[src/rtl/serial_sub_pkg.sv]
// Shared definitions for the bit-serial subtractor: state encoding and a width helper.
package serial_sub_pkg;

  localparam logic [1:0] ST_IDLE  = 2'd0;
  localparam logic [1:0] ST_SHIFT = 2'd1;
  localparam logic [1:0] ST_DONE  = 2'd2;

  typedef enum logic [1:0] {
    S_IDLE  = ST_IDLE,
    S_SHIFT = ST_SHIFT,
    S_DONE  = ST_DONE
  } state_t;

  // Smallest r with 2**r >= v.
  function automatic int clog2(input int v);
    int r;
    r = 0;
    for (int i = 0; i < 31; i++)
      if ((1 << i) < v) r = i + 1;
    return r;
  endfunction

endpackage

[src/rtl/serial_sub_full_sub.sv]
// One-bit full subtractor cell: diff = a - b - cin, borrow out.
module full_sub (
  input  logic a,
  input  logic b,
  input  logic cin,
  output logic diff,
  output logic borrow
);
  assign diff   = a ^ b ^ cin;
  assign borrow = (~a & b) | (~(a ^ b) & cin);
endmodule

[src/rtl/serial_sub.sv]
// Bit-serial WIDTH-bit subtractor (diff = a - b), LSB first through one full_sub cell.
// Define SERIAL_SUB_OVF_EN to add the registered signed-overflow output 'ovf'.
module serial_sub
  import serial_sub_pkg::*;
#(
  parameter int WIDTH = 8
) (
  input  logic             clk,
  input  logic             rst,
  input  logic             start,
  input  logic [WIDTH-1:0] a,
  input  logic [WIDTH-1:0] b,
  output logic             busy,
  output logic             done,
  output logic [WIDTH-1:0] diff,
  output logic             borrow_out
`ifdef SERIAL_SUB_OVF_EN
  ,
  output logic             ovf
`endif
);

  localparam int CW = clog2(WIDTH);

  state_t           state, nstate;
  logic [WIDTH-1:0] a_sr, b_sr, res;
  logic             brw;
  logic [CW-1:0]    cnt;
  logic             cell_d, cell_b;
  logic             last;

  full_sub u_cell (
    .a      (a_sr[0]),
    .b      (b_sr[0]),
    .cin    (brw),
    .diff   (cell_d),
    .borrow (cell_b)
  );

  assign last = (cnt == CW'(WIDTH - 1));

  always_ff @(posedge clk) begin
    if (rst) state <= S_IDLE;
    else     state <= nstate;
  end

  always_comb begin
    nstate = state;
    case (state)
      S_IDLE:  if (start) nstate = S_SHIFT;
      S_SHIFT: if (last)  nstate = S_DONE;
      S_DONE:  nstate = S_IDLE;
      default: nstate = S_IDLE;
    endcase
  end

  always_ff @(posedge clk) begin
    if (rst) begin
      a_sr       <= '0;
      b_sr       <= '0;
      res        <= '0;
      brw        <= 1'b0;
      cnt        <= '0;
      busy       <= 1'b0;
      done       <= 1'b0;
      diff       <= '0;
      borrow_out <= 1'b0;
`ifdef SERIAL_SUB_OVF_EN
      ovf        <= 1'b0;
`endif
    end else begin
      done <= 1'b0;
      case (state)
        S_IDLE: if (start) begin
          a_sr <= a;
          b_sr <= b;
          brw  <= 1'b0;
          cnt  <= '0;
          busy <= 1'b1;
        end
        S_SHIFT: begin
          // Result bits enter at the MSB, so after WIDTH shifts bit 0 sits at the LSB.
          res  <= WIDTH'({cell_d, res} >> 1);
          a_sr <= a_sr >> 1;
          b_sr <= b_sr >> 1;
          brw  <= cell_b;
          cnt  <= cnt + CW'(1);
          if (last) begin
            diff       <= WIDTH'({cell_d, res} >> 1);
            borrow_out <= cell_b;
            done       <= 1'b1;
            busy       <= 1'b0;
`ifdef SERIAL_SUB_OVF_EN
            // On the last bit the cell is looking at the operand MSBs.
            ovf        <= (a_sr[0] ^ b_sr[0]) & (cell_d ^ a_sr[0]);
`endif
          end
        end
        default: ;
      endcase
    end
  end

endmodule

[config.mk]
export PLATFORM = sky130hd
export DESIGN_NAME = serial_sub
export DESIGN_NICKNAME = d
export VERILOG_FILES = /design/src/rtl/serial_sub_pkg.sv /design/src/rtl/serial_sub_full_sub.sv /design/src/rtl/serial_sub.sv
export SDC_FILE = /design/constraint.sdc
export NUM_CORES = 1
export LEC_CHECK = 0
export BUFFER_PORTS_ARGS = -buffer_cell sky130_fd_sc_hd__buf_2
export CAP_MARGIN = 20
export CORE_UTILIZATION = 54
export DETAILED_ROUTE_END_ITERATION = 6
export GPL_ROUTABILITY_DRIVEN = 0
export PLACE_DENSITY = 0.86
export SYNTH_ARGS = -nofsm -noshare
export SYNTH_HDL_FRONTEND = slang
export SYNTH_HIERARCHICAL = 1
export SYNTH_SLANG_ARGS = --single-unit
[constraint.sdc]
create_clock -name clk -period 1.7 [get_ports clk]
set_input_delay 0.425 -clock clk [delete_from_list [all_inputs] [get_ports clk]]
set_output_delay 0.425 -clock clk [all_outputs]
set_load 0.02 [all_outputs]
==> results.sh <==
export IMPL_slew_headroom=0.614
export IMPL_groute_usage_overall=0.216
export IMPL_detail_route_wirelength_mm=3.18
export IMPL_status="complete, but fails checks"
export IMPL_hold_start="a[7]"
export IMPL_violations="DRC"
export IMPL_multi_input_area_um2=707
export IMPL_dp_hpwl_mm=2.35
export IMPL_ys_flop_type="dfxtp_1"
export IMPL_drive_gt1_frac=0.278
export IMPL_die_h_um=57.5
export IMPL_routed_via_density=5.62
export IMPL_fmax_mhz=714
export IMPL_yosys_warnings=6
export IMPL_hold_viol_final=0
export IMPL_wl_per_cell_um=13.3
export IMPL_root_buffer="clkbuf_4"
export IMPL_fp_coreArea_um2=2830
export IMPL_path_class="reg -> reg"
export IMPL_power_density_nw_per_um2=918
export IMPL_die_area_um2=3310
export IMPL_syn_area_per_cell_um2=9.24
export IMPL_die_w_um=57.5
export IMPL_p_leak_nw=0.749
export IMPL_period_needed_ns=1.40
export IMPL_rsz0062_at_grt="no"
export IMPL_grt_max_degree=24
export IMPL_post_route_util=0.660
export IMPL_synth_edf_count=0
export IMPL_timing_rr_start="state[1]"
export IMPL_syn_inst=180
export IMPL_ys_seq_elements=40
export IMPL_ctsHtreeMaxLevel=2
export IMPL_synthesis_area_um2=1660
export IMPL_synth_cell_types=26
export IMPL_endpoint_kind="flop"
export IMPL_final_max_slew_viol_count=0
export IMPL_regArea_um2=801
export IMPL_portBuffers=29
export IMPL_grt_pass1_wl_mm=5.44
export IMPL_final_common_cell="dfxtp_1"
export IMPL_maxCapViolations=0
export IMPL_seq_area_frac_synth=0.481
export IMPL_first_iter_violations=33
export IMPL_path_cells="nor2b_1, nand2b_1, o221a_2"
export IMPL_final_antenna_net_count=0
export IMPL_nets=231
export IMPL_vdd_ir_drop_max_mv=0.498
export IMPL_cp_startpoint="state[1]"
export IMPL_rows=19
export IMPL_critPathMaxStageDelay_ns=0.41
export IMPL_overflow=0
export IMPL_ios=30
export IMPL_insertion_delay_ns=0.35
export IMPL_antenna_found_initial=0
export IMPL_clk_pin_slew_ns=0.12
export IMPL_cts_buffers_inserted=5
export IMPL_postCtsSetupRepairBufs=0
export IMPL_cts_tree="done"
export IMPL_fill_cells=241
export IMPL_hp_class="in -> reg"
export IMPL_cp_start_kind="flop"
export IMPL_cp_max_fo=14
export IMPL_drc_errors=2
export IMPL_fin_skew_ns=0.00680
export IMPL_critPathRequiredTime_ns=1.95
export IMPL_num_vias=1348
export IMPL_final_cell_mix="dfxtp_1, buf_2, nand2_1"
export IMPL_drt_pass1_iter_count=6
export IMPL_tightest_slew_ns=0.579
export IMPL_grt_pass1_vias=1302
export IMPL_start_util=0.588
export IMPL_num_antenna_cells=0
export IMPL_area_growth_syn_to_layout_pct=12.2
export IMPL_ctsLongestPathBuffers=2
export IMPL_setup_viol=0
export IMPL_tns_ns=0
export IMPL_clock_sinks=40
export IMPL_critPathSlowestCell="dfxtp_1"
export IMPL_fin_crit_sh=0.824
export IMPL_syn_nets=203
export IMPL_synthArstFlopShare=0
export IMPL_cp_arrival_ns=1.65
==> layout make-up <==
type	instances	share of cell area
Clock buffer	6	0.0275
Clock inverter	2	0.00804
Inverter	19	0.0382
Multi-Input combinational cell	108	0.379
Sequential cell	40	0.429
Tap cell	31	0.0208
Timing Repair Buffer	34	0.0979
==> critical path, delay by kind of cell, from the launching register on <==
| family | cells | cell delay, ns |
|---|---|---|
| flops | 1 | 0.41 |
| compound gates | 1 | 0.38 |
| simple gates | 2 | 0.52 |
==> per-layer routing <==
layer / up-vias / GRT usage / share of wire
met5: - / 0 / 0
met4: 0 / 0.118 / 0.025
met3: 10 / 0.0499 / 0.045
met2: 31 / 0.364 / 0.50
met1: 633 / 0.255 / 0.43
li1: 674 / - / -
==> sequential cells by signal, indices dropped and copies added (netlist names) <==
signal / flops
busy: 1
a_sr: 8
state: 2
diff: 8
cnt: 3
res: 7
done: 1
borrow_out: 1
b_sr: 8
brw: 1
==> metrics by stage <==
stage	setup WS [ns]	hold WS, ns	power [mW]	std cells	instance area [um^2]
final	0.300	0.305	1.71	240	1870
after global routing	0.198	0.320	1.79	240	1870
after floorplan	0.403	0.437	1.18	180	1660
after detailed placement	0.0189	0.446	1.22	232	1800
after global placement	0.100	0.443	1.21	232	1800
after CTS	0.0576	0.300	1.73	240	1860
==> power breakdown <==
part | switching, mW | leakage [nW] | total (mW) | internal (mW)
clock network | 0.312 | 0.0305 | 0.512 | 0.201
logic | 0.108 | 0.391 | 0.193 | 0.0847
registers | 0.0280 | 0.327 | 1.01 | 0.980
total | 0.447 | 0.749 | 1.71 | 1.27
==> path summary, 6_finish.rpt <==
check             to  slack [ns]  depth (start not counted)
min reg2reg  diff[4]        0.46                          2
max          b_sr[1]        0.30                          3
max reg2reg  b_sr[1]        0.30                          3
min          a_sr[7]        0.31                          3
==> cell usage after synthesis, types with 4 or more instances <==
library cell  instances  area (um^2)
a21oi_2              10         87.6
clkbuf_1              4         15.0
o221a_2               4         45.0
dfxtp_1              40          801
a21oi_1              21          105
nor2_1                8         30.0
a22oi_1               5         37.5
nand2_1              23         86.3
nand3_1               9         45.0
o221a_1              10          113
inv_1                19         71.3
==> cell families (layout without fill, tap and decap cells) <==
kind of cell	Yosys count	count (layout)	synth area share
multiplexers	2	2	0.0120
buffers and inverters	32	61	0.0970
AO/OA/AOI/OAI	53	53	0.245
adder cells (fa/ha/maj)	4	4	0.0346
AND/OR/NAND/NOR	49	49	0.130
flip-flops	40	40	0.481
==> repair_timing <==
| action | 4_1_cts | 5_1_grt |
|---|---|---|
| hold buffers | 0 | 0 |
| resized for setup | 0 | 1 |
| setup endpoints to repair | 0 | 14 |
No activity file was read; power rests on OpenSTA's default activity.
